`config.mk`:
```
export PLATFORM = sky130hd
export DESIGN_NAME = seg7_capture_decoder
export DESIGN_NICKNAME = d
export VERILOG_FILES = /design/src/rtl/seg7_pkg.sv /design/src/rtl/seg7_glyph_decode.sv /design/src/rtl/seg7_capture_decoder.sv
export SDC_FILE = /design/constraint.sdc
export NUM_CORES = 1
export LEC_CHECK = 0
export CAP_MARGIN = 20
export CORE_AREA = 2 2 86 105
export CTS_CLUSTER_SIZE = 24
export DETAILED_ROUTE_END_ITERATION = 7
export DIE_AREA = 0 0 88 107
export DONT_BUFFER_PORTS = 1
export MAX_ROUTING_LAYER = met4
export PLACE_DENSITY = 0.52
export RECOVER_POWER = 100
export REMOVE_ABC_BUFFERS = 1
export SETUP_SLACK_MARGIN = 0.4
export SYNTH_ARGS = -nofsm -noshare
export SYNTH_HDL_FRONTEND = slang
export SYNTH_SLANG_ARGS = --single-unit
```
`constraint.sdc`:
```
create_clock -name clk -period 2.8 [get_ports clk]
set_clock_uncertainty 0.05 [all_clocks]
set_input_delay 0.42 -clock clk [delete_from_list [all_inputs] [get_ports clk]]
set_output_delay 0.42 -clock clk [all_outputs]
set_load 0.005 [all_outputs]
```
`src/rtl/seg7_pkg.sv`:
```
`default_nettype none
// ============================================================================
//  Module      : seg7_pkg
//  Description : Shared glyph constants, FSM state type and value width for
//                the signed 7-seg capture decoder.
//  Revision    : 1.0 - initial release
// ============================================================================
package seg7_pkg;

    localparam int VAL_W = 5;

    // Active-low a-g glyphs, bit 0 = segment a
    localparam logic [6:0] SEG_0     = 7'h40;
    localparam logic [6:0] SEG_1     = 7'h79;
    localparam logic [6:0] SEG_2     = 7'h24;
    localparam logic [6:0] SEG_3     = 7'h30;
    localparam logic [6:0] SEG_4     = 7'h19;
    localparam logic [6:0] SEG_5     = 7'h12;
    localparam logic [6:0] SEG_6     = 7'h02;
    localparam logic [6:0] SEG_7     = 7'h78;
    localparam logic [6:0] SEG_8     = 7'h00;
    localparam logic [6:0] SEG_9     = 7'h10;
    localparam logic [6:0] SEG_A     = 7'h08;
    localparam logic [6:0] SEG_B     = 7'h03;
    localparam logic [6:0] SEG_C     = 7'h46;
    localparam logic [6:0] SEG_D     = 7'h21;
    localparam logic [6:0] SEG_E     = 7'h06;
    localparam logic [6:0] SEG_F     = 7'h0E;
    localparam logic [6:0] SEG_BLANK = 7'h7F;

    typedef enum logic [0:0] {
        SETTLE = 1'b0,
        EMIT   = 1'b1
    } state_t;

endpackage
`default_nettype wire

```
`src/rtl/seg7_glyph_decode.sv`:
```
`default_nettype none
// ============================================================================
//  Module      : seg7_glyph_decode
//  Description : Combinational active-low glyph to magnitude decoder.
//  Revision    : 1.0 - initial release
// ============================================================================
module seg7_glyph_decode import seg7_pkg::*; #(
    parameter bit HEX_EN = 1'b1
) (
    input  logic [6:0] seg_n_i,
    output logic [3:0] mag_o,
    output logic       illegal_o,
    output logic       blank_o
);

    logic w_hex;

    always_comb begin
        mag_o     = 4'd0;
        illegal_o = 1'b0;
        blank_o   = 1'b0;
        w_hex     = 1'b0;
        case (seg_n_i)
            SEG_0:     mag_o = 4'd0;
            SEG_1:     mag_o = 4'd1;
            SEG_2:     mag_o = 4'd2;
            SEG_3:     mag_o = 4'd3;
            SEG_4:     mag_o = 4'd4;
            SEG_5:     mag_o = 4'd5;
            SEG_6:     mag_o = 4'd6;
            SEG_7:     mag_o = 4'd7;
            SEG_8:     mag_o = 4'd8;
            SEG_9:     mag_o = 4'd9;
            SEG_A:     begin mag_o = 4'd10; w_hex = 1'b1; end
            SEG_B:     begin mag_o = 4'd11; w_hex = 1'b1; end
            SEG_C:     begin mag_o = 4'd12; w_hex = 1'b1; end
            SEG_D:     begin mag_o = 4'd13; w_hex = 1'b1; end
            SEG_E:     begin mag_o = 4'd14; w_hex = 1'b1; end
            SEG_F:     begin mag_o = 4'd15; w_hex = 1'b1; end
            SEG_BLANK: blank_o = 1'b1;
            default:   illegal_o = 1'b1;
        endcase
        // Decimal-only builds treat letter glyphs as garbage on the bus
        if (w_hex && !HEX_EN) begin
            illegal_o = 1'b1;
            mag_o     = 4'd0;
        end
    end

endmodule
`default_nettype wire

```
`src/rtl/seg7_capture_decoder.sv`:
```
`default_nettype none
// ============================================================================
//  Module      : seg7_capture_decoder
//  Description : Recovers the signed value shown on an active-low 7-seg bus,
//                debounced, duplicate-suppressed, delivered over valid/ready.
//  Revision    : 1.0 - initial release
// ============================================================================
module seg7_capture_decoder import seg7_pkg::*; #(
    parameter int STABLE_CYCLES = 4,
    parameter bit HEX_EN        = 1'b1
) (
    input  logic             clk,
    input  logic             reset,
    input  logic [6:0]       seg_n,
    input  logic             neg_n,
    output logic [VAL_W-1:0] out_value,
    output logic             out_err,
    output logic             out_valid,
    input  logic             out_ready,
    output logic             overrun
);

    localparam logic [7:0] c_stable    = 8'(STABLE_CYCLES);
    localparam logic [7:0] c_blank_pat = {1'b1, SEG_BLANK};

    logic [7:0]       samp_q, held_q;
    logic [7:0]       cnt_q, cnt_d;
    logic [7:0]       pend_q, pend_d, last_q, last_d;
    logic             last_vld_q, last_vld_d;
    logic             overrun_q, overrun_d;
    logic             err_q, err_d;
    logic [VAL_W-1:0] value_q, value_d;
    state_t           state_q, state_d;

    logic             w_match, w_qual, w_accept, w_dup, w_fresh;
    logic             w_illegal, w_blank;
    logic [3:0]       w_mag;
    logic [VAL_W-1:0] w_value;

    seg7_glyph_decode #(.HEX_EN(HEX_EN)) u_decode (
        .seg_n_i   (samp_q[6:0]),
        .mag_o     (w_mag),
        .illegal_o (w_illegal),
        .blank_o   (w_blank)
    );

    // Run-length filter: qualifies exactly once when the run reaches c_stable
    always_comb begin
        w_match = (samp_q == held_q);
        cnt_d   = 8'd1;
        w_qual  = (c_stable == 8'd1);
        if (w_match) begin
            cnt_d  = (cnt_q == c_stable) ? cnt_q : cnt_q + 8'd1;
            w_qual = (cnt_q == c_stable - 8'd1);
        end
    end

    always_comb begin
        w_value    = samp_q[7] ? {1'b0, w_mag} : -{1'b0, w_mag};
        w_accept   = (state_q == EMIT) && out_ready;
        // While a value is pending it becomes the last-emitted one on accept
        w_dup      = (state_q == EMIT) ? (samp_q == pend_q)
                                       : (last_vld_q && (samp_q == last_q));
        w_fresh    = w_qual && !w_blank && !w_dup;

        state_d    = state_q;
        value_d    = value_q;
        err_d      = err_q;
        pend_d     = pend_q;
        last_d     = last_q;
        last_vld_d = last_vld_q;
        overrun_d  = overrun_q;

        if (w_accept) begin
            last_d     = pend_q;
            last_vld_d = 1'b1;
            state_d    = SETTLE;
        end
        if (w_qual && w_blank) begin
            last_vld_d = 1'b0;
        end
        if (w_fresh) begin
            if ((state_q == SETTLE) || w_accept) begin
                state_d = EMIT;
                value_d = w_illegal ? '0 : w_value;
                err_d   = w_illegal;
                pend_d  = samp_q;
            end else begin
                overrun_d = 1'b1;
            end
        end
    end

    always_ff @(posedge clk) begin
        if (reset) begin
            samp_q     <= c_blank_pat;
            held_q     <= c_blank_pat;
            cnt_q      <= 8'd0;
            pend_q     <= 8'd0;
            last_q     <= 8'd0;
            last_vld_q <= 1'b0;
            overrun_q  <= 1'b0;
            err_q      <= 1'b0;
            value_q    <= '0;
            state_q    <= SETTLE;
        end else begin
            samp_q     <= {neg_n, seg_n};
            held_q     <= samp_q;
            cnt_q      <= cnt_d;
            pend_q     <= pend_d;
            last_q     <= last_d;
            last_vld_q <= last_vld_d;
            overrun_q  <= overrun_d;
            err_q      <= err_d;
            value_q    <= value_d;
            state_q    <= state_d;
        end
    end

    assign out_value = value_q;
    assign out_err   = err_q;
    assign out_valid = (state_q == EMIT);
    assign overrun   = overrun_q;

endmodule
`default_nettype wire

```
# [After elaboration in Yosys (flattened, before gate mapping)]
# Index checks and enable logic that the tools add are counted.
[word_totals] wordCells=64 register_bits=49 in_bits=11 out_inout_bits=8
[classes] bitwise=3 reduce_logical=14 eq_ne=22 muxes=12 addsub=2
[op_table] cell="case mux 4 bit (15 select lines)" count=1
[op_table] cell="== test 7 bit (second input constant)" count=5
[op_table] cell="== test 8 bit" count=3
[op_table] cell="== test 7 x 5 -> 1 bit (second input constant)" count=3
[op_table] cell="== test 7 x 6 -> 1 bit (second input constant)" count=3
[op_table] cell="OR reduction 17 bit" count=1
[op_table] cell="== test 7 x 2 -> 1 bit (second input constant)" count=2
[op_table] cell="== test 7 x 4 -> 1 bit (second input constant)" count=2
[op_table] cell="two-way mux 5 bit" count=2
[op_table] cell="two-way mux 1 bit" count=9
[op_table] cell="adder 8 x 1 -> 8 bit (second input constant)" count=1
[op_table] cell="== test 8 x 2 -> 1 bit (second input constant)" count=1
[op_table] cell="== test 8 x 3 -> 1 bit (second input constant)" count=1
[op_table] cell="== test 7 x 3 -> 1 bit (second input constant)" count=1
[op_table] cell="logical NOT 7 bit" count=1
[op_table] cell="logical AND 1 bit" count=5
[op_table] cell="negator 4 -> 5 bit" count=1
[op_table] cell="AND reduction 2 bit" count=2
[op_table] cell="OR reduction 2 bit" count=2
[op_table] cell="NOT 1 bit" count=3
[op_table] cell="logical NOT 1 bit" count=2
[op_table] cell="!= test 2 bit (second input constant)" count=1
[op_table] cell="logical OR 1 bit" count=1

# [Depth between registers and ports, before layout]
# Gate-level depths: netlist (run 1).
[depth] word_depth=6 mapped_depth=11 ltp_nobuf=9

# [Modules after synthesis]
# Synthesis (run 1) repeated with hierarchy kept, for this count alone.
[unflattened] cells_unflattened=284 area_unflattened_um2=2581.2
[by_module_without_submodules] module="seg7_capture_decoder" area_per_inst_um2=2199.6 instances=1 seq_area_each_um2=980.9 cells_each=231
[by_module_without_submodules] module="seg7_glyph_decode" area_per_inst_um2=381.6 instances=1 seq_area_each_um2=0.0 cells_each=53

# [Worst setup path after synthesis (run 1)]
# OpenSTA, ideal clock, no wires.
[synth_timing] kind="flip-flop to flip-flop" startpoint="register cnt_q[4]" endpoint="register pend_q[3]" required_ps=2622 path_buffers=1 slack_ps=341 arrival_ps=2282 path_stages_with_launch=8 synth_period_minus_slack_ps=2459 setup_ps=128 cell_sequence="dfxtp_1 -> or4_4 -> nor4b_4 -> nand4bb_2 -> nor4_4 -> buf_6 -> mux2i_1 -> nor2_1"
[synth_via] elab_chain_len=5
[synth_rtl] element="start: declaration" line_no="seg7_capture_decoder.sv:27" source="logic [7:0] cnt_q, cnt_d;"
[synth_rtl] element="start signal: assignment" line_no="seg7_capture_decoder.sv:109" source="cnt_q <= cnt_d;"
[synth_rtl] element="== test 8 x 2 -> 1 bit" line_no="seg7_capture_decoder.sv:54" source="w_qual = (cnt_q == c_stable - 8'd1);"
[synth_rtl] element="two-way mux 1 bit" line_no="seg7_capture_decoder.sv:52" source="if (w_match) begin"
[synth_rtl] element="logical AND 1 bit (2 in series)" line_no="seg7_capture_decoder.sv:64" source="w_fresh = w_qual && !w_blank && !w_dup;"
[synth_rtl] element="AND reduction 2 bit (no source line)"
[synth_rtl] element="end signal: assignment" line_no="seg7_capture_decoder.sv:110" source="pend_q <= pend_d;"
[synth_rtl] element="end: declaration" line_no="seg7_capture_decoder.sv:28" source="logic [7:0] pend_q, pend_d, last_q, last_d;"
# No other way between the ends.
# A chain may end at the register's enable or synchronous reset.

# [Worst setup path after layout (run 1)]
[layout_timing] startpoint="register cnt_q[7]" endpoint="register pend_q[7]"
# Same word-level chain as after synthesis.

==> flow_summary.yaml, run 1 <==
layout:
  syn2layout_area_growth_pct: 12.7
  final.fill_count: 894
  final_cells: 397
  drive_gt1_frac: 0.179
  final_area_um2: 2780
  n_antenna_cell: 0
  final_nets: 293
placed_design:
  dp_hpwl_um: 3520
  gp_congestion: 0.754
  placed_area_um2: 2580
  dp.cells: 382
  io_buffers: 0
floorplanning:
  die-area_um2: 9420
  rows: 37
  start_util: 0.294
  die_h_um: 107
  num_io_pins: 19
  chipWidth_um: 88
  core_um2: 8380
routing:
  drc: 0
  dr.pass1.iters: 4
  vias_per_cell: 4.73
  detail-route-antenna-nets: 0
  drt_wl_total_um: 5120
  wl_per_cell_um: 12.9
  vias: 1877
  drt_iter0_markers: 69
yosys:
  synth-async-reset-ratio: 0
  yosys_register_bits: 49
  yosysWarningCount: 0
  synth-seq-area-share: 0.398
  yosys-top-cells-area: "dfxtp_1 40%, xnor2_1 11%, or2_2 4.3%, nor2_1 3.8%, a21oi_1 3.4%"
  syn-cell-area_um2: 2470
  synth.distinct_cells: 51
  synth_cells: 279
  yosys.area.top_type_share: 0.398
  synth_edf_count: 0
  synth_top_area_cell: "dfxtp_1"
  avgSynthCellArea_um2: 8.84
  yosys_most_used_dff: "dfxtp_1"
min_path:
  min_from: "reset"
  whs_endpoint: "out_value[4]"
  hold_class: "primary input to register"
  whs_path_depth: 1
flow_run:
  maxCapViolations: 0
critical_path:
  r2r-start: "cnt_q[7]"
  crit_path_end_kind: "register"
  start_kind: "register"
  crit_fanout: 7
  r2r-end: "pend_q[7]"
  worstPathRequired_ns: 2.95
  worstPathArrival_ns: 2.58
  worst_r2r_path_depth: 8
  reg2reg_slack_ns: 0.37
  worstSetupPathType: "register to register"
power_and_ir_drop:
  peakVddDrop_uv: 190
  powerDensity_nw_per_um2: 504
  clkPwrFrac: 0.421
  leakagePower_nw: 0.885
  switchingPower_mw: 0.296
  switching_share: 0.211
  p_int_mw: 1.11
  p_seq_frac: 0.518
  combPwrFrac: 0.060
global_routing:
  grt_max_degree: 45
  grt_first_pass_wirelength_um: 8600
  grt.total_usage: 0.117
  first_global_vias: 1828
  antenna_found_initial: 0
  overflow: 0
sta:
  period_share: 0.867
  tns_ns: 0
  slew_violations: 0
  fmax_ghz: 0.412
  setup_viol: 0
  timing.final.hold_violations: 0
  period_minus_slack_ns: 2.43
  max_slew_margin: 0.591
  tightest_slew_ns: 0.612
  rsz0062_at_grt: "no"
cts:
  root_buffer: "clkbuf_8"
  clock_latency_ns: 0.30
  cts_tree: "yes"
  clock_sinks: 49
  cts_max_level: 2
  cts.clk_slew.worst_paths_ns: 0.09
  holdBufCountCts: 0
  max-clock-path-buffers: 2
  cts_inserted_buffers: 5
status:
  run_status: "complete, no violations"
==> how the worst max path moves through the flow <==
stage / from / endpoint / depth (start not counted) / slack (ns)
finish: cnt_q[7] / pend_q[7] / 8 / 0.37
global route: samp_q[4] / out_value[2] / 9 / 0.21
CTS: samp_q[4] / out_value[2] / 9 / 0.42
detailed placement: cnt_q[4] / out_err / 7 / 0.33
global placement: cnt_q[4] / out_err / 7 / 0.36
floorplan: cnt_q[4] / out_err / 6 / 0.05
==> cell usage in the layout, fill, tap and decap left out, types with 2 or more instances in the layout <==
cell type and count:
nand4_1 7, nor3_1 8, a21oi_1 17, nand2b_1 5, or3_1 2, xor2_1 3, buf_4 13, nand3b_1 4
inv_1 4, nor2_2 2, or3b_2 2, xnor2_1 30, mux2i_1 8, and4_1 2, ha_1 3, nor2b_1 2
clkbuf_8 5, nand3_1 15, dfxtp_1 48, and3_1 3, nand2_1 16, nand4b_1 2, a31oi_1 2, nor4b_1 6
nor2_1 24, bufinv_16 2, or2_2 17
==> worst max-delay path, cell delays in order, from the launching register on <==
cell       delay [ns]
dfxtp_1          0.33
or4_1            0.59
nor4b_4          0.32
nand4bb_4        0.16
nor4_4           0.26
buf_6            0.16
clkbuf_1         0.21
mux2i_1          0.21
nor2_1           0.05
==> kinds of logic (layout without fill, tap and decap cells) <==
group	after synthesis	after routing	share of synthesized area
flip-flops	49	49	0.398
AND/OR/NAND/NOR	124	124	0.296
multiplexers	9	9	0.0370
XOR/XNOR	33	33	0.117
adder cells (fa/ha/maj)	3	3	0.0152
AO/OA/AOI/OAI	34	34	0.0903
buffers and inverters	27	28	0.0466
==> area by class of cell <==
type	count	area, um2	area share
clock buffer	5	68.8	0.0247
clock inverter	3	65.1	0.0234
inverter	4	15.0	0.00540
multi-input combinational	203	1380	0.497
sequential	49	985	0.354
tap	117	146	0.0526
timing repair buffer	16	120	0.0432
==> power by group through the flow <==
stage | Clock [mW] | Sequential, mW | Combinational [mW]
after global placement | 0 | 0.744 | 0.0820
after detailed placement | 0 | 0.745 | 0.0825
after CTS | 0.611 | 0.728 | 0.0832
after global routing | 0.637 | 0.731 | 0.0938
after floorplan | 0 | 0.748 | 0.0532
final | 0.591 | 0.727 | 0.0848
==> synthesized netlist by cell type, types with 2 or more instances <==
master,instances
xnor2_1,30
nand3_1,15
nor3_1,8
nor2b_1,2
nand4b_1,2
nor2_1,25
or3b_2,2
nand3b_1,4
nand4_1,7
ha_1,3
nor4b_1,6
or2_2,17
a21oi_1,17
dfxtp_1,49
xor2_1,3
buf_2,5
nand2_1,16
clkbuf_1,16
and4_1,2
mux2i_1,8
inv_1,4
and3_1,3
nand2b_1,5
a31oi_1,2
or3_1,2
==> registers in the layout, indices dropped and copies added (netlist names), 5 cells and up <==
register	cells
cnt_q	8
held_q	8
last_q	8
out_value	5
pend_q	8
samp_q	8
==> stage by stage <==
step | power (mW) | worst slack, ns | hold slack, ns | util
3_5_place_dp | 0.827 | 0.333 | 0.405 | 0.308
2_1_floorplan | 0.801 | 0.0537 | 0.393 | -
4_1_cts | 1.42 | 0.417 | 0.112 | 0.329
6_report | 1.40 | 0.373 | 0.131 | 0.332
5_1_grt | 1.46 | 0.209 | 0.103 | 0.332
3_3_place_gp | 0.826 | 0.364 | 0.402 | 0.308
==> layer usage <==
| layer | GRT usage | routed length [um] |
|---|---|---|
| met1 | 0.148 | 2530 |
| met2 | 0.186 | 2410 |
| met3 | 0.0239 | 106 |
| met4 | 0.0396 | 74 |
| met5 | - | 0 |
==> timing repair <==
item / 4_1_cts / 5_1_grt
setup buffers: 3 / 4
pin swaps: 2 / 5
resized for setup: 1 / 14
setup endpoints to repair: 1 / 12
No activity file was read; power rests on OpenSTA's default activity.
==> inputs of run 2 (changes only) <==
- PLACE_DENSITY: 0.52 -> not set
- PLACE_DENSITY_LB_ADDON: not set -> 0.08
==> run 2 against run 1 <==
Compared with the run above: largest cell class unchanged; total power is 4.7% lower; largest power group unchanged; setup slack worse by 0.038 ns; cell area is 2.0% higher; hold slack worse by 0.014 ns.
==> flow_summary.yaml, run 2 (synthesis gave the netlist of run 1 again) <==
min_path:
  hold_class: "primary input to register"
placed_design:
  gp_congestion: 0.783
  dp.cells: 385
  dp_hpwl_um: 4150
  placed_area_um2: 2620
  io_buffers: 0
sta:
  fmax_ghz: 0.406
  rsz0062_at_grt: "yes"
  hold_slack_ns: 0.117
  tightest_slew_ns: 0.468
  period_share: 0.880
  timing.final.hold_violations: 0
  tns_ns: 0
  setup_viol: 0
  max_slew_margin: 0.688
  slew_violations: 0
  period_minus_slack_ns: 2.46
routing:
  dr.pass1.iters: 4
  drt_iter0_markers: 93
  drt_wl_total_um: 5920
  wl_per_cell_um: 14.8
  vias: 1942
  vias_per_cell: 4.84
  detail-route-antenna-nets: 0
  drc: 0
global_routing:
  first_global_vias: 1930
  grt.total_usage: 0.139
  grt_first_pass_wirelength_um: 9850
  grt_max_degree: 45
  overflow: 0
  use_met1: 0.170
  antenna_found_initial: 0
  use_met3: 0.0293
  top_usage_layer: "met2"
  gr-usage-met2: 0.228
critical_path:
  worstPathRequired_ns: 3.00
  worstPathArrival_ns: 2.66
  crit_fanout: 12
  start_kind: "register"
  worstSetupPathType: "register to register"
  crit_path_end_kind: "register"
floorplanning:
  num_io_pins: 19
  rows: 37
  die_h_um: 107
  chipWidth_um: 88
  core_um2: 8380
  die-area_um2: 9420
  start_util: 0.294
layout:
  layout_common_cells: "45 x dfxtp_1, 30 x xnor2_1, 25 x nor2_1"
  seqCellArea_um2: 991
  final_cells: 401
  drive_gt1_frac: 0.197
  final_area_um2: 2840
  final.fill_count: 864
  syn2layout_area_growth_pct: 15.0
  final_common_cell: "dfxtp_1"
  n_antenna_cell: 0
  final_nets: 297
  multi_input_area_um2: 1390
power_and_ir_drop:
  peakVddDrop_uv: 295
  powerDensity_nw_per_um2: 472
  leakagePower_nw: 0.891
cts:
  clock_sinks: 49
  cts.clk_slew.worst_paths_ns: 0.10
  clock_latency_ns: 0.31
  cts_inserted_buffers: 5
  holdBufCountCts: 0
  max-clock-path-buffers: 2
  cts_max_level: 2
  cts_tree: "yes"
  root_buffer: "clkbuf_8"
status:
  run_status: "complete, no violations"
flow_run:
  maxCapViolations: 0
## run 2: changes by cell type in the layout (fill, tap and decap cells not counted), moves of 2 or more
cell      previous run  this run
clkbuf_1             1         6
buf_12               0         3
dfxtp_2              0         2
buf_4               13         9
nor3_2               0         2
dfxtp_1             48        45
nor3_1               8         6
## run 2: area by class of cell
class / count / share of cell area
multi-input cells: 203 / 0.490
flip-flops and latches: 49 / 0.349
repair buffers: 20 / 0.0648
well taps: 117 / 0.0516
clock buffers: 6 / 0.0256
clock inverters: 2 / 0.0137
inverters: 4 / 0.00529
## run 2: through the flow
| step | utilization | total power, mW | setup WS [ns] |
|---|---|---|---|
| 2_1_floorplan | - | 0.801 | 0.0537 |
| 3_3_place_gp | 0.312 | 0.839 | 0.352 |
| 3_5_place_dp | 0.312 | 0.836 | 0.313 |
| 4_1_cts | 0.334 | 1.36 | 0.358 |
| 5_1_grt | 0.339 | 1.40 | 0.211 |
| 6_report | 0.339 | 1.34 | 0.335 |
## run 2: final timing paths
path,startpoint,endpoint,slack [ns],cells after the start
max,samp_q[6],out_value[3],0.34,10
min,reset,out_value[0],0.12,1
max reg2reg,samp_q[6],out_value[3],0.34,10
min reg2reg,last_q[0],last_q[0],0.42,2
## run 2: routing by layer
metal | wire [um] | share of wire | vias to the layer above
li1 | - | - | 974
met1 | 2640 | 0.45 | 926
met2 | 2940 | 0.50 | 33
met3 | 229 | 0.039 | 9
met4 | 107 | 0.018 | 0
met5 | 0 | 0 | -
## run 2: worst max-delay path, stage by stage, from the launching register on
cell and delay, ns:
dfxtp_1 0.58, buf_4 0.24, xnor2_1 0.14, nand3_1 0.14, nor3_2 0.27, nor4_4 0.09, buf_12 0.15, buf_8 0.12
buf_12 0.12, or3b_2 0.43, o21ai_1 0.07
## run 2: report_power, final
| part | leakage [nW] | switching [mW] | internal (mW) |
|---|---|---|---|
| combinational | 0.435 | 0.0472 | 0.0465 |
| sequential | 0.401 | 0.0179 | 0.707 |
| clock | 0.0554 | 0.250 | 0.269 |
| total | 0.891 | 0.315 | 1.02 |
## run 2: repair_timing
action	CTS	global route
gates resized for setup	0	23
pin swaps	1	6
buffers inserted	4	4
setup endpoints to repair	1	8
